**src/rtl/cc_stream_xor.sv**
```systemverilog
// Keystream XOR stage behind the ChaCha20 block core: requests one 512-bit
// block per 16 words, XORs the input stream and presents it through a skid register.
module cc_stream_xor (
    input  logic         i_clk,
    input  logic         i_rstn,
    input  logic         i_init,
    input  logic [31:0]  i_cnt0,
    output logic         o_blk_start,
    output logic [31:0]  o_blk_cnt,
    input  logic         i_blk_done,
    input  logic [511:0] i_blk_stream,
    input  logic         i_valid,
    output logic         o_in_ready,
    input  logic [31:0]  i_data,
    input  logic [3:0]   i_keep,
    input  logic         i_last,
    output logic         o_valid,
    input  logic         i_ready,
    output logic [31:0]  o_data,
    output logic [3:0]   o_keep,
    output logic         o_last,
    output logic         o_busy,
    output logic         o_cnt_ovf
);

    typedef enum logic [2:0] {
        S_IDLE,
        S_REQ,
        S_WAIT,
        S_CAP,
        S_XOR
    } state_t;

    state_t        r_state;
    state_t        w_state_next;

    logic [511:0]  r_ks;
    logic [31:0]   r_cnt;
    logic [3:0]    r_widx;
    logic          r_cnt_ovf;
    logic [31:0]   r_data;
    logic [3:0]    r_keep;
    logic          r_last;
    logic          r_valid;

    logic [31:0]   w_ks_words [16];
    logic [3:0]    w_keep_eff;
    logic [31:0]   w_mask;
    logic [31:0]   w_xor;
    logic          w_in_ready;
    logic          w_accept;
    logic          w_blk_start;
    logic          w_busy;

    // Word 0 of the core stream sits in the most significant 32 bits.
    genvar gi;
    generate
        for (gi = 0; gi < 16; gi++) begin : g_ks_word
            assign w_ks_words[gi] = r_ks[511-32*gi -: 32];
        end
        for (gi = 0; gi < 4; gi++) begin : g_byte_mask
            assign w_mask[8*gi +: 8] = {8{w_keep_eff[gi]}};
        end
    endgenerate

    assign w_keep_eff = i_last ? i_keep : 4'hF;
    assign w_in_ready = (r_state == S_XOR) && (!r_valid || i_ready);
    assign w_accept   = w_in_ready && i_valid;
    assign w_xor      = (i_data ^ w_ks_words[r_widx]) & w_mask;

    always_ff @(posedge i_clk) begin
        if (!i_rstn) begin
            r_state <= S_IDLE;
        end else begin
            r_state <= w_state_next;
        end
    end

    always_comb begin
        w_state_next = r_state;
        w_blk_start  = 1'b0;
        w_busy       = 1'b1;
        case (r_state)
            S_IDLE: begin
                w_busy = 1'b0;
                if (i_init) begin
                    w_state_next = S_REQ;
                end
            end
            S_REQ: begin
                w_blk_start  = 1'b1;
                w_state_next = S_WAIT;
            end
            S_WAIT: begin
                if (i_blk_done) begin
                    w_state_next = S_CAP;
                end
            end
            S_CAP: begin
                w_state_next = S_XOR;
            end
            S_XOR: begin
                // A last word ends the message even when it is also word 15.
                if (w_accept) begin
                    if (i_last) begin
                        w_state_next = S_IDLE;
                    end else if (r_widx == 4'd15) begin
                        w_state_next = S_REQ;
                    end
                end
            end
            default: begin
                w_state_next = S_IDLE;
            end
        endcase
    end

    always_ff @(posedge i_clk) begin
        if (!i_rstn) begin
            r_ks      <= '0;
            r_cnt     <= '0;
            r_widx    <= '0;
            r_cnt_ovf <= 1'b0;
            r_data    <= '0;
            r_keep    <= '0;
            r_last    <= 1'b0;
            r_valid   <= 1'b0;
        end else begin
            if (r_state == S_IDLE && i_init) begin
                r_cnt     <= i_cnt0;
                r_cnt_ovf <= 1'b0;
            end
            if (r_state == S_CAP) begin
                r_ks   <= i_blk_stream;
                r_widx <= '0;
            end
            if (w_accept) begin
                r_data  <= w_xor;
                r_keep  <= w_keep_eff;
                r_last  <= i_last;
                r_valid <= 1'b1;
                r_widx  <= r_widx + 4'd1;
                if (!i_last && r_widx == 4'd15) begin
                    r_cnt <= r_cnt + 32'd1;
                    if (r_cnt == 32'hFFFF_FFFF) begin
                        r_cnt_ovf <= 1'b1;
                    end
                end
            end else if (i_ready) begin
                r_valid <= 1'b0;
            end
        end
    end

    assign o_blk_start = w_blk_start;
    assign o_blk_cnt   = r_cnt;
    assign o_in_ready  = w_in_ready;
    assign o_valid     = r_valid;
    assign o_data      = r_data;
    assign o_keep      = r_keep;
    assign o_last      = r_last;
    assign o_busy      = w_busy;
    assign o_cnt_ovf   = r_cnt_ovf;

endmodule

```
**config.mk**
```make
export PLATFORM = sky130hd
export DESIGN_NAME = cc_stream_xor
export DESIGN_NICKNAME = d
export VERILOG_FILES = /design/src/rtl/cc_stream_xor.sv
export SDC_FILE = /design/constraint.sdc
export NUM_CORES = 1
export LEC_CHECK = 0
export ABC_CLOCK_PERIOD_IN_PS = 2200
export BUFFER_PORTS_ARGS = -buffer_cell sky130_fd_sc_hd__buf_2
export CORE_AREA = 3 3 259 261
export DETAILED_ROUTE_END_ITERATION = 10
export DIE_AREA = 0 0 262 264
export PLACE_DENSITY_LB_ADDON = 0.1
export SETUP_SLACK_MARGIN = 0.1
export SLEW_MARGIN = 0
export SYNTH_ARGS = -nofsm -noshare
export SYNTH_HDL_FRONTEND = slang
export SYNTH_SLANG_ARGS = --single-unit
export TNS_END_PERCENT = 10
```
**constraint.sdc**
```tcl
create_clock -name i_clk -period 2.2 [get_ports i_clk]
set_input_delay 0.22 -clock i_clk [delete_from_list [all_inputs] [get_ports i_clk]]
set_output_delay 0.22 -clock i_clk [all_outputs]
set_load 0.03 [all_outputs]
```
==> metrics.txt <==
RSZ-0062 raised after global routing=true; die width=about 260 µm; final setup margin=around 0.05 ns; CP max FO=11; H-tree depth=3; power per standard cell area=661 mW/mm²; outcome=finished, final reports clean; GRT Util Overall=roughly a third; routed vias/inst=approximately 5.3; register bit count reported by yosys=between 500 and 600; largest buffer count on any clock path=3; post-route antenna net violation count=0; Primary FF master, synth=dfxtp_1; share of the synthesized area in the top cell type=between 40% and 50%; Final Hold Vio Count=0; hpwl dp=80.5 mm; CP max-delay cell=dfxtp_4; Num Clock Sinks=~600; crit start category=register; # DRC=0; worst vdd ir=between 0.3 and 0.4 mV; EDFF count, synth=0; vias=approximately 28,000; Netlist cell types=64; clock skew=about 0.021 ns; drt pass-1 iters=6; first-pass GRT wire length=165 mm; max cap viols=0; CP Buf/Inv Count=3; critical-path cell list=buf_4 -> buf_4 -> mux2i_1 -> buf_4 -> a22oi_1 -> o21ai_0 -> mux2i_1 -> o211ai_1; Synth Net Count=3,769; kind of end point of the critical path=register; Avg Cell Area, Syn=8.21 µm²; vias in the first global route=about 28,000; hold_ws=0.0286 ns; RePlAce Congestion=0.890; Worst-path clk slew=0.06 ns; cell mode on critical path=buf_4; Mapped Area=about 0.026 mm²; Starting Density=about two fifths; TritonCTS clock tree=done; IO Count=between 600 and 700; final setup violating endpoints=0; layout cells sized above 1=a little under a quarter; Place WS=-0.326 ns; die height=264 µm; clk root buf=clkbuf_16; most common cell in the synthesized netlist=nand2_1; P&R area growth vs syn=49.4%; Worst-Skew Late Latency=around 0.6 ns; Async S/R FF share, synth=0%; GR Overflow Total=0; Min-Delay Path Class=in2reg; WP data arrival=2.61 ns; critical path required time=around 2.7 ns; final layout net count=about 5,000; post-synthesis cell type with the largest combined area=dfxtp_1; antenna violations before repair=18; Reg area=0.0118 mm²; fin crit period=2.15 ns; Fill cells=approximately 5,700; critical path's largest stage delay=0.47 ns; post-synthesis cell count=between 3,000 and 4,000; Slew Viols, Final=0; Fmax=between 400 and 500 MHz; top cells by area, synth=dfxtp_1 45%, nand2_1 16%, a21oi_1 10%; Die Footprint=between 0.06 and 0.07 mm²; register area share after synthesis=approximately 45%; final WL=approximately 110 mm; core area=0.0647 mm²; TritonCTS buffer count=66; Lkg Pwr=approximately 15 nW; IO buf count=660; largest net degree at the start of global routing=~110; Rows=93; Slew HR=39.3%; commonest cells in the netlist=1,101 x nand2_1, 590 x dfxtp_1, 543 x a21oi_1; Largest delay share family, worst path=compound AO/OA/AOI/OAI gates; DR WL/cell=about 21 µm; period utilization=between 90% and 100%; Iter 0 DRT Violations=2,568; footprint of the multi-input gates=around 0.013 mm²; synth warn=0; Worst-Margin Slew=between 0.9 and 1 ns; Crit Path Class=reg2reg
worst reg2reg max path, cell delays in order, from the launching register on:
cell and delay (ns):
dfxtp_4 0.47, buf_4 0.21, buf_4 0.24, mux2i_1 0.11, buf_4 0.14, a22oi_1 0.39, o21ai_0 0.20, mux2i_1 0.17
o211ai_1 0.09
what timing repair did:
item,in CTS,in global routing
gates resized for setup,14,16
pin swaps,0,0
cloned,1,2
hold buffers,572,0
hold endpoints to repair,572,0
setup endpoints to repair,45,47
setup buffers,2,8
through the flow:
stage | instance area, µm² | total power, W | setup TNS [ns] | util [%] | instances
after floorplan | 26100 | 0.0124 | 0 | - | 3180
after global placement | 30800 | 0.0136 | -0.565 | 47.5 | 4562
after detailed placement | 30800 | 0.0136 | -0.895 | 47.5 | 4562
after CTS | 38800 | 0.0259 | 0 | 60.0 | 5255
after global routing | 39000 | 0.0267 | 0 | 60.3 | 5277
final | 39000 | 0.0258 | 0 | 60.3 | 5279
routing by layer:
metal	vias to the layer above	track usage, %	share of wire [%]
met5	-	0	0.032
li1	13200	-	-
met3	315	5.89	6.9
met1	13100	40.4	41
met2	1184	50.6	46
met4	6	15.8	5.3
final cells by class:
cell class	instances	share of cell area, %
timing repair buffer	1364	27.0
clock buffer	93	4.91
antenna	14	0.0898
tap	855	2.74
inverter	4	0.0577
multi-input combinational	2334	34.1
clock inverter	25	0.879
sequential	590	30.3
flip-flops by register name, summed over array words and instances (netlist names):
signal / flops
r_ks: 512
o_blk_cnt: 32
r_widx: 4
o_valid: 1
o_data: 32
o_cnt_ovf: 1
o_last: 1
o_keep: 4
r_state: 3
worst paths after layout:
path,start,to,slack (ns),cells after the start
setup / recovery,r_widx[2],o_data[22],0.05,8
hold / removal,i_keep[1],o_keep[1],0.03,3
setup reg to reg,r_widx[2],o_data[22],0.05,8
hold reg to reg,r_ks[126],r_ks[126],0.45,2
cells in the final DEF (no fill, tap or decap), types with 36 or more instances in the layout:
cell type	netlist	routed
nand2_1	1101	1101
buf_2	49	660
dfxtp_1	590	587
dlygate4sd3_1	0	572
a21oi_1	543	543
mux2i_1	161	160
buf_4	16	95
clkbuf_16	0	69
nor2_1	70	67
mux4_2	64	64
o21ai_0	52	44
and2_1	36	36
logic make-up after synthesis:
logic type,Yosys count,share of synthesized area [%]
simple gates,1331,21.0
compound gates,740,16.5
flops,590,45.2
buf+inv,256,4.24
mux,228,11.8
xor+xnor,33,1.11
fa+ha+maj,2,0.0958
report_power, final:
group | internal [W] | total [W] | switching [W]
logic | 0.00158 | 0.00308 | 0.00151
clock network | 0.00692 | 0.0115 | 0.00460
registers | 0.0110 | 0.0112 | 0.000210
total | 0.0195 | 0.0258 | 0.00632
(Power assumes the default switching activity.)
